===== config.mk =====
export PLATFORM = sky130hd
export DESIGN_NAME = reg_file_sb
export DESIGN_NICKNAME = d
export VERILOG_FILES = /design/src/rtl/dcpu_rf_pkg.sv /design/src/rtl/rf_scoreboard.sv /design/src/rtl/reg_file_sb.sv
export SDC_FILE = /design/constraint.sdc
export NUM_CORES = 2
export LEC_CHECK = 0
export ABC_AREA = 1
export BUFFER_PORTS_ARGS = -buffer_cell sky130_fd_sc_hd__buf_4
export CORE_MARGIN = 4
export CORE_UTILIZATION = 45
export CTS_CLUSTER_SIZE = 14
export DETAILED_ROUTE_END_ITERATION = 8
export MAX_ROUTING_LAYER = met4
export PLACE_DENSITY = 0.58
export SETUP_SLACK_MARGIN = 0.5
export SYNTH_ARGS = -nofsm -noshare
export SYNTH_HDL_FRONTEND = slang
export SYNTH_SLANG_ARGS = --single-unit

===== constraint.sdc =====
create_clock -name clk -period 3.1 [get_ports clk]
set_clock_uncertainty 0.2 [all_clocks]
set_input_delay 0.31 -clock clk [delete_from_list [all_inputs] [get_ports clk]]
set_output_delay 0.31 -clock clk [all_outputs]
set_load 0.03 [all_outputs]

===== src/rtl/dcpu_rf_pkg.sv =====
// dcpu_rf_pkg: shared register-file widths, index/word types and the zero-register index
package dcpu_rf_pkg;
  localparam int XLEN = 32;
  localparam int NREG = 32;
  localparam int AW = $clog2(NREG);
  typedef logic [AW-1:0] reg_idx_t;
  typedef logic [XLEN-1:0] xword_t;
  localparam reg_idx_t ZERO_IDX = '0;
endpackage


===== src/rtl/rf_scoreboard.sv =====
// rf_scoreboard: per-register pending bits, outstanding-write counter and operand-ready generation
module rf_scoreboard #(
  parameter int NREG = dcpu_rf_pkg::NREG,
  parameter int AW = $clog2(NREG),
  parameter bit ZERO_REG = 1'b1
) (
  input  logic          clk,
  input  logic          rst,
  input  logic [AW-1:0] rs1_addr,
  input  logic [AW-1:0] rs2_addr,
  output logic          rs1_ready,
  output logic          rs2_ready,
  input  logic          rsv_en,
  input  logic [AW-1:0] rsv_addr,
  input  logic          wr_en,
  input  logic [AW-1:0] wr_addr,
  input  logic          flush,
  output logic [AW:0]   pend_cnt,
  output logic          any_pend
);
  import dcpu_rf_pkg::*;
  logic [NREG-1:0] pend, pend_wr, pend_nxt;
  logic rsv_ok, rsv_set, wr_clr;
  logic [AW:0] cnt_nxt;
  assign rsv_ok = rsv_en && !(ZERO_REG && rsv_addr == AW'(ZERO_IDX));
  assign pend_wr = pend & ~(NREG'(wr_en) << wr_addr);
  assign wr_clr = wr_en && pend[wr_addr];
  // a reservation counts as a new bit only if the slot is clear after the writeback clear
  assign rsv_set = rsv_ok && !pend_wr[rsv_addr];
  assign pend_nxt = (flush ? '0 : pend_wr) | (NREG'(rsv_ok) << rsv_addr);
  assign cnt_nxt = flush ? (AW+1)'(rsv_ok) : pend_cnt - (AW+1)'(wr_clr) + (AW+1)'(rsv_set);
  always_ff @(posedge clk or negedge rst)
    if (!rst) begin
      pend <= '0;
      pend_cnt <= '0;
    end else begin
      pend <= pend_nxt;
      pend_cnt <= cnt_nxt;
    end
  assign any_pend = pend_cnt != '0;
  assign rs1_ready = !pend[rs1_addr] || (wr_en && wr_addr == rs1_addr);
  assign rs2_ready = !pend[rs2_addr] || (wr_en && wr_addr == rs2_addr);
endmodule


===== src/rtl/reg_file_sb.sv =====
// reg_file_sb: 2R/1W register file with write-through bypass and integrated write-pending scoreboard
module reg_file_sb #(
  parameter int XLEN = dcpu_rf_pkg::XLEN,
  parameter int NREG = dcpu_rf_pkg::NREG,
  parameter int AW = $clog2(NREG),
  parameter bit ZERO_REG = 1'b1
) (
  input  logic            clk,
  input  logic            rst,
  input  logic [AW-1:0]   rs1_addr,
  input  logic [AW-1:0]   rs2_addr,
  output logic [XLEN-1:0] rs1_data,
  output logic [XLEN-1:0] rs2_data,
  output logic            rs1_ready,
  output logic            rs2_ready,
  input  logic            rsv_en,
  input  logic [AW-1:0]   rsv_addr,
  input  logic            wr_en,
  input  logic [AW-1:0]   wr_addr,
  input  logic [XLEN-1:0] wr_data,
  input  logic            flush,
  output logic [AW:0]     pend_cnt,
  output logic            any_pend
);
  import dcpu_rf_pkg::*;
  logic [XLEN-1:0] regs [NREG];
  logic z1, z2;
  always_ff @(posedge clk or negedge rst)
    if (!rst) begin
      for (int i = 0; i < NREG; i++) regs[i] <= '0;
    end else if (wr_en && !(ZERO_REG && wr_addr == AW'(ZERO_IDX))) begin
      regs[wr_addr] <= wr_data;
    end
  // reset also masks the bypass so nothing in flight leaks out while rst is low
  assign z1 = !rst || (ZERO_REG && rs1_addr == AW'(ZERO_IDX));
  assign z2 = !rst || (ZERO_REG && rs2_addr == AW'(ZERO_IDX));
  assign rs1_data = z1 ? '0 : (wr_en && wr_addr == rs1_addr) ? wr_data : regs[rs1_addr];
  assign rs2_data = z2 ? '0 : (wr_en && wr_addr == rs2_addr) ? wr_data : regs[rs2_addr];
  rf_scoreboard #(.NREG(NREG), .AW(AW), .ZERO_REG(ZERO_REG)) u_sb (
    .clk(clk),
    .rst(rst),
    .rs1_addr(rs1_addr),
    .rs2_addr(rs2_addr),
    .rs1_ready(rs1_ready),
    .rs2_ready(rs2_ready),
    .rsv_en(rsv_en),
    .rsv_addr(rsv_addr),
    .wr_en(wr_en),
    .wr_addr(wr_addr),
    .flush(flush),
    .pend_cnt(pend_cnt),
    .any_pend(any_pend)
  );
endmodule


**Word-level counts from Yosys, hierarchy flattened**

Index checks and enable logic that the tools add are counted.
Widths: inputs -> output; s select.

- Output and inout bits: 73
- Word-level logic and storage cells: 99
- Register bits after elaboration: 1062
- Bits of input ports: 57

- Reduce and logical (&&, ||, !) cells: 22
- Shifts and indexed selects: 2
- Equality and inequality tests: 2
- Muxes and demuxes: 23
- Magnitude comparators: 8
- Bitwise gates (word level): 6
- Add/sub/neg operators: 2

Operators by type and width:

| kind | number |
|---|---|
| $bwmux 1024 | 1 |
| $bmux 32 s5 | 2 |
| $mux 32 | 10 |
| $demux 32 s5 | 1 |
| $shl 1x5->32 | 2 |
| $and 32x32->32 | 1 |
| $not 32->32 | 1 |
| $or 32x32->32 | 1 |
| $lt 5x6->1 const B | 4 |
| $bmux 1 s5 | 4 |
| $logic_not 5->1 | 4 |
| $ge 6x6->1 const B | 3 |
| $not 5->6 | 3 |
| $eq 5x5->1 | 2 |
| $logic_and 1x1->1 | 7 |
| $add 6x1->6 | 1 |
| $logic_not 1->1 | 6 |
| $lt 6x1->1 const B | 1 |
| $mux 6 | 1 |
| $reduce_bool 6->1 | 1 |
| $sub 6x1->6 | 1 |
| $logic_or 1x1->1 | 4 |
| $mux 1 | 4 |

**Depth between registers and ports, before layout**

- Depth after elaboration: 9
- Depth in mapped cells: 22
- Depth with buffers taken out: 21

**Hierarchy**

From an unflattened synthesis, not the netlist that was laid out.

- Cells, all modules: 9606
- Area total of the unflattened synthesis: 62854.0 µm²

By module, submodules not included:

| module | area an instance (µm²) | instances | sequential area each (µm²) | cells an instance |
|---|---|---|---|---|
| reg_file_sb | 59440.8 | 1 | 25624.6 | 9094 |
| rf_scoreboard | 3413.3 | 1 | 950.9 | 512 |

**Least setup slack after synthesis**

No wires, ideal clock.

- Path type: input-to-reg
- Start point: input port wr_addr[1]
- End point: register u_sb.pend_cnt[4]
- Stages on the path: 17
- Data required time: 2768 ps
- Buffers on the path: 1
- Slack: 202 ps
- Arrival: 2567 ps
- Setup time: 132 ps
- Cells stage by stage: buf_2 nor2_1 a22oi_1 o211ai_1 nand2_1 nand4_1 o21a_1 ha_1 inv_1 ha_1 fa_1 nand2_1 inv_1 o21ai_0 nand2_1 xnor2_1 nor2_1

- Longest elaborated chain between the ends: 9
- Elaborated cells on any way between the ends: 13
- Those cells by class: add/sub (2); shift (1); mux (5); bitwise (2); reduce/logical (3)

Ends and longest elaborated chain:

| what | RTL line | source |
|---|---|---|
| start: declaration | reg_file_sb.sv:19 | `input logic [AW-1:0] wr_addr,` |
| parallel branches: the longest is 7 deep, another holds $sub 6x1->6 | n/a |  |
| $add 6x1->6 * | rf_scoreboard.sv:31 | `assign cnt_nxt = flush ? (AW+1)'(rsv_ok) : pend_cnt - (AW+1)'(wr_clr) + (AW+1)'(rsv_set);` |
| $mux 6 * | rf_scoreboard.sv:31 |  |
| named net u_sb.cnt_nxt[4] | rf_scoreboard.sv:24 | `logic [AW:0] cnt_nxt;` |
| end signal: assignment | rf_scoreboard.sv:38 | `pend_cnt <= cnt_nxt;` |
| end: declaration | rf_scoreboard.sv:18 | `output logic [AW:0] pend_cnt,` |

Mark *: on every way through the listed nets, which the timed path passes. The select of a mux whose other input is x is not followed.
A chain may end at the register's enable or synchronous reset.

**Worst setup path in the final report**

- Start point: register regs[843] (netlist name)
- End point: output port rs2_data[11]

- Longest elaborated chain between the ends: 5

Ends and longest elaborated chain:

| what | RTL line | source |
|---|---|---|
| start: declaration | reg_file_sb.sv:26 | `logic [XLEN-1:0] regs [NREG];` |
| start signal: indexed assignment | reg_file_sb.sv:32 | `regs[wr_addr] <= wr_data;` |
| $bmux 32 s5 | reg_file_sb.sv:38 | `assign rs2_data = z2 ? '0 : (wr_en && wr_addr == rs2_addr) ? wr_data : regs[rs2_addr];` |
| $mux 32 (not written as such) (2 in series) | reg_file_sb.sv:38 |  |
| $mux 32 (2 in series) | reg_file_sb.sv:38 |  |
| end: declaration | reg_file_sb.sv:13 | `output logic [XLEN-1:0] rs2_data,` |

No other way between the ends. The select of a mux whose other input is x is not followed.

==> impl_metrics.yaml <==
run_status:
  status: "finished clean"
cts:
  path_clk_slew_ns: 0.06
  clkSinkCount: 1062
  clkLatencyLatePin_ns: 0.80
  h-tree-depth: 4
  cts_buffers: 130
  cts_tree: "built"
  clk_path_buf_depth: 3
  cts-root-buf: "clkbuf_16"
floorplan:
  die_width_um: 369
  dieHeight_um: 369
  start_util_pct: 45.3
  placeableCoreArea_um2: 130000
  rows: 132
  die_area_um2: 136000
  ios: 130
drt:
  first_iter_violations: 8885
  dr_total_vias: 61000
  dr.pass1.iters: 9
  drc: 0
  totalWireLength_um: 256000
  post_drt_wl_per_cell_um: 26.1
  ant_nets: 0
  vias_per_cell: 6.22
layout:
  fillers: 12400
  seq_area_um2: 26600
  finish.utilization_pct: 54.8
  multi_input_area_um2: 29400
  layout.nets: 8038
  drive_gt1_share_pct: 16.7
  area_growth_pct: 20.9
timing:
  hold_viol: 0
  timing.hold.ws_ns: 0.0501
  finalSetupViolCount: 0
  fmax_ghz: 0.349
  relSlewSlack_pct: 18.2
  slew_violations: 0
  tightest_slew_ns: 1.23
  fin_crit_sh_pct: 92.5
  rsz0062_at_grt: "yes"
  post-route-min-period_ns: 2.87
  fin_tns_setup_ns: 0
power_and_ir_drop:
  finalPower_mw: 42.9
  vdd_drop_max_mv: 0.697
  p_per_area_nw_per_um2: 604
  power.leakage_nw: 31.5
place:
  portBuffers: 129
  gp_congestion: 0.914
  hpwl_um: 143000
logic_synthesis:
  seq_area_frac_synth_pct: 45.3
  yosys_warnings: 0
  postSynthAreaPerCell_um2: 7.33
  yosysTopAreaCell: "dfrtp_1"
  synth_top_area_share_pct: 45.3
  ys.flop_type: "dfrtp_1"
  netlist-cell-type-count: 41
  synth_nets: 8074
  syn_area_um2: 58700
  synth_edf_count: 0
  syn_inst: 8008
  async_reset_ff_share_pct: 100
  ys_ff_latch: 1062
  ys_top_cells_by_area: "dfrtp_1 45%, o21ai_0 16%, nand2_1 12%, a21oi_1 5.2%, nand3_1 5.1%"
worst_setup_path:
  required_ns: 2.59
  arrival_ns: 2.36
  end_kind: "output pin"
  worstSetupStartpointType: "flip-flop"
  critical_path.max_fanout: 2
  critPathKind: "flip-flop to output pin"
worst_hold_path:
  min_path_type: "primary input to flip-flop"
run:
  max_cap_violations: 0
grt:
  grt_pass1_wl_um: 372000
  antenna_found_initial: 6
  grt_pass1_vias: 55900
  gr-usage-all-layers_pct: 37.3
  grt_max_degree: 150
  grt_remaining_overflow: 0
-- worst max-delay path: stages, from the launching register on --
cell and delay, ns:
dfrtp_1 0.35, inv_1 0.05, a21oi_1 0.12, o21ai_1 0.09, nand3_1 0.09, nand4_1 0.14, nand3_1 0.14, nand3_2 0.12
a21oi_2 0.17, buf_6 0.17, buf_6 0.14
-- cell usage in the layout (no fill, tap or decap), types with 79 or more instances in the layout --
cell type and n:
o22ai_1 79, buf_6 87, inv_2 88, a21oi_1 436
clkbuf_16 142, o21ai_0 1546, buf_4 392, o211ai_1 264
o21ai_1 277, nand3_1 488, inv_1 379, a21oi_2 146
dfrtp_1 1062, nor2_1 248, nand2_1 1707, nand3_2 101
-- routing by layer --
layer	vias up	global-route usage, %	wire length [um]
met4	0	14.7	11400
li1	27200	-	-
met3	688	8.12	29100
met2	3661	53.2	109000
met1	29500	51.8	107000
met5	-	-	0
-- Yosys cell counts (3+ instances only) --
master    count
a21oi_1     609
nand3b_1      5
o32ai_1       3
o22ai_1      86
a221oi_1      6
nor3_1        4
or2_2        13
buf_1        71
ha_1          8
nor2_1      255
nand3_1     598
inv_2         8
nand2_1    1802
a22oi_1       8
o21bai_1      3
dfrtp_1    1062
o221a_2       3
o21ai_0    1844
clkbuf_1    517
buf_2       209
mux2i_1       4
o21ai_1      14
nand4_1      74
o211ai_1    264
inv_1       469
nor2_2        3
clkinv_1      5
buf_4         8
o221ai_1     37
-- path summary, 6_finish.rpt --
| kind | slack, ns | start | end | cells after the start |
|---|---|---|---|---|
| hold reg to reg | 0.17 | regs[1008] | regs[1008] | 0 |
| max in group asynchronous | 1.00 | rst | regs[172] | 4 |
| setup reg to reg | 0.24 | u_sb.pend[29] | u_sb.pend_cnt[4] | 15 |
| hold / removal | 0.05 | wr_addr[2] | u_sb.pend[0] | 7 |
| setup / recovery | 0.23 | regs[843] | rs2_data[11] | 10 |
| min in group asynchronous | 0.26 | rst | regs[390] | 3 |
-- what timing repair did --
| action | 4_1_cts | 5_1_grt |
|---|---|---|
| hold endpoints to repair | 1077 | 0 |
| gates resized for setup | 462 | 517 |
| gates cloned | 4 | 7 |
| pin swaps | 241 | 391 |
| setup endpoints to repair | 68 | 70 |
| hold buffers | 54 | 0 |
| buffers inserted | 37 | 62 |
-- final cells by class --
cell class,instances,area share [%]
sequential,1062,37.4
timing repair buffer,638,9.47
clock buffer,189,5.38
inverter,482,2.65
multi-input combinational,5658,41.4
tap,1742,3.07
clock inverter,34,0.587
antenna,4,0.0141
-- logic make-up after synthesis --
| kind of cell | Yosys count | synth area share [%] |
|---|---|---|
| fa+ha+maj | 9 | 0.205 |
| compound gates | 2884 | 26.3 |
| simple gates | 2758 | 19.4 |
| xor+xnor | 3 | 0.0448 |
| buf+inv | 1288 | 8.74 |
| mux | 4 | 0.0682 |
| flops | 1062 | 45.3 |
-- registers in the layout, summed over array words and instances (netlist names) --
register and count:
u_sb.pend 32, u_sb.pend_cnt 6, regs 1024
-- per-stage QoR --
step | instances | cell area [um^2] | setup slack [ns]
final | 9809 | 71000 | 0.234
after global routing | 9807 | 71000 | 0.136
after CTS | 9736 | 69100 | 0.220
after detailed placement | 9418 | 62500 | -0.0759
after global placement | 9418 | 62500 | -0.0836
after floorplan | 8008 | 58800 | 0.464
-- report_power, final --
part / internal (mW) / switching [mW] / total, mW
registers: 16.3 / 1.70 / 18.0
logic: 3.55 / 5.78 / 9.33
clock network: 9.26 / 6.26 / 15.5
total: 29.1 / 13.7 / 42.9
Note: power is estimated with default switching activity, not from simulation.
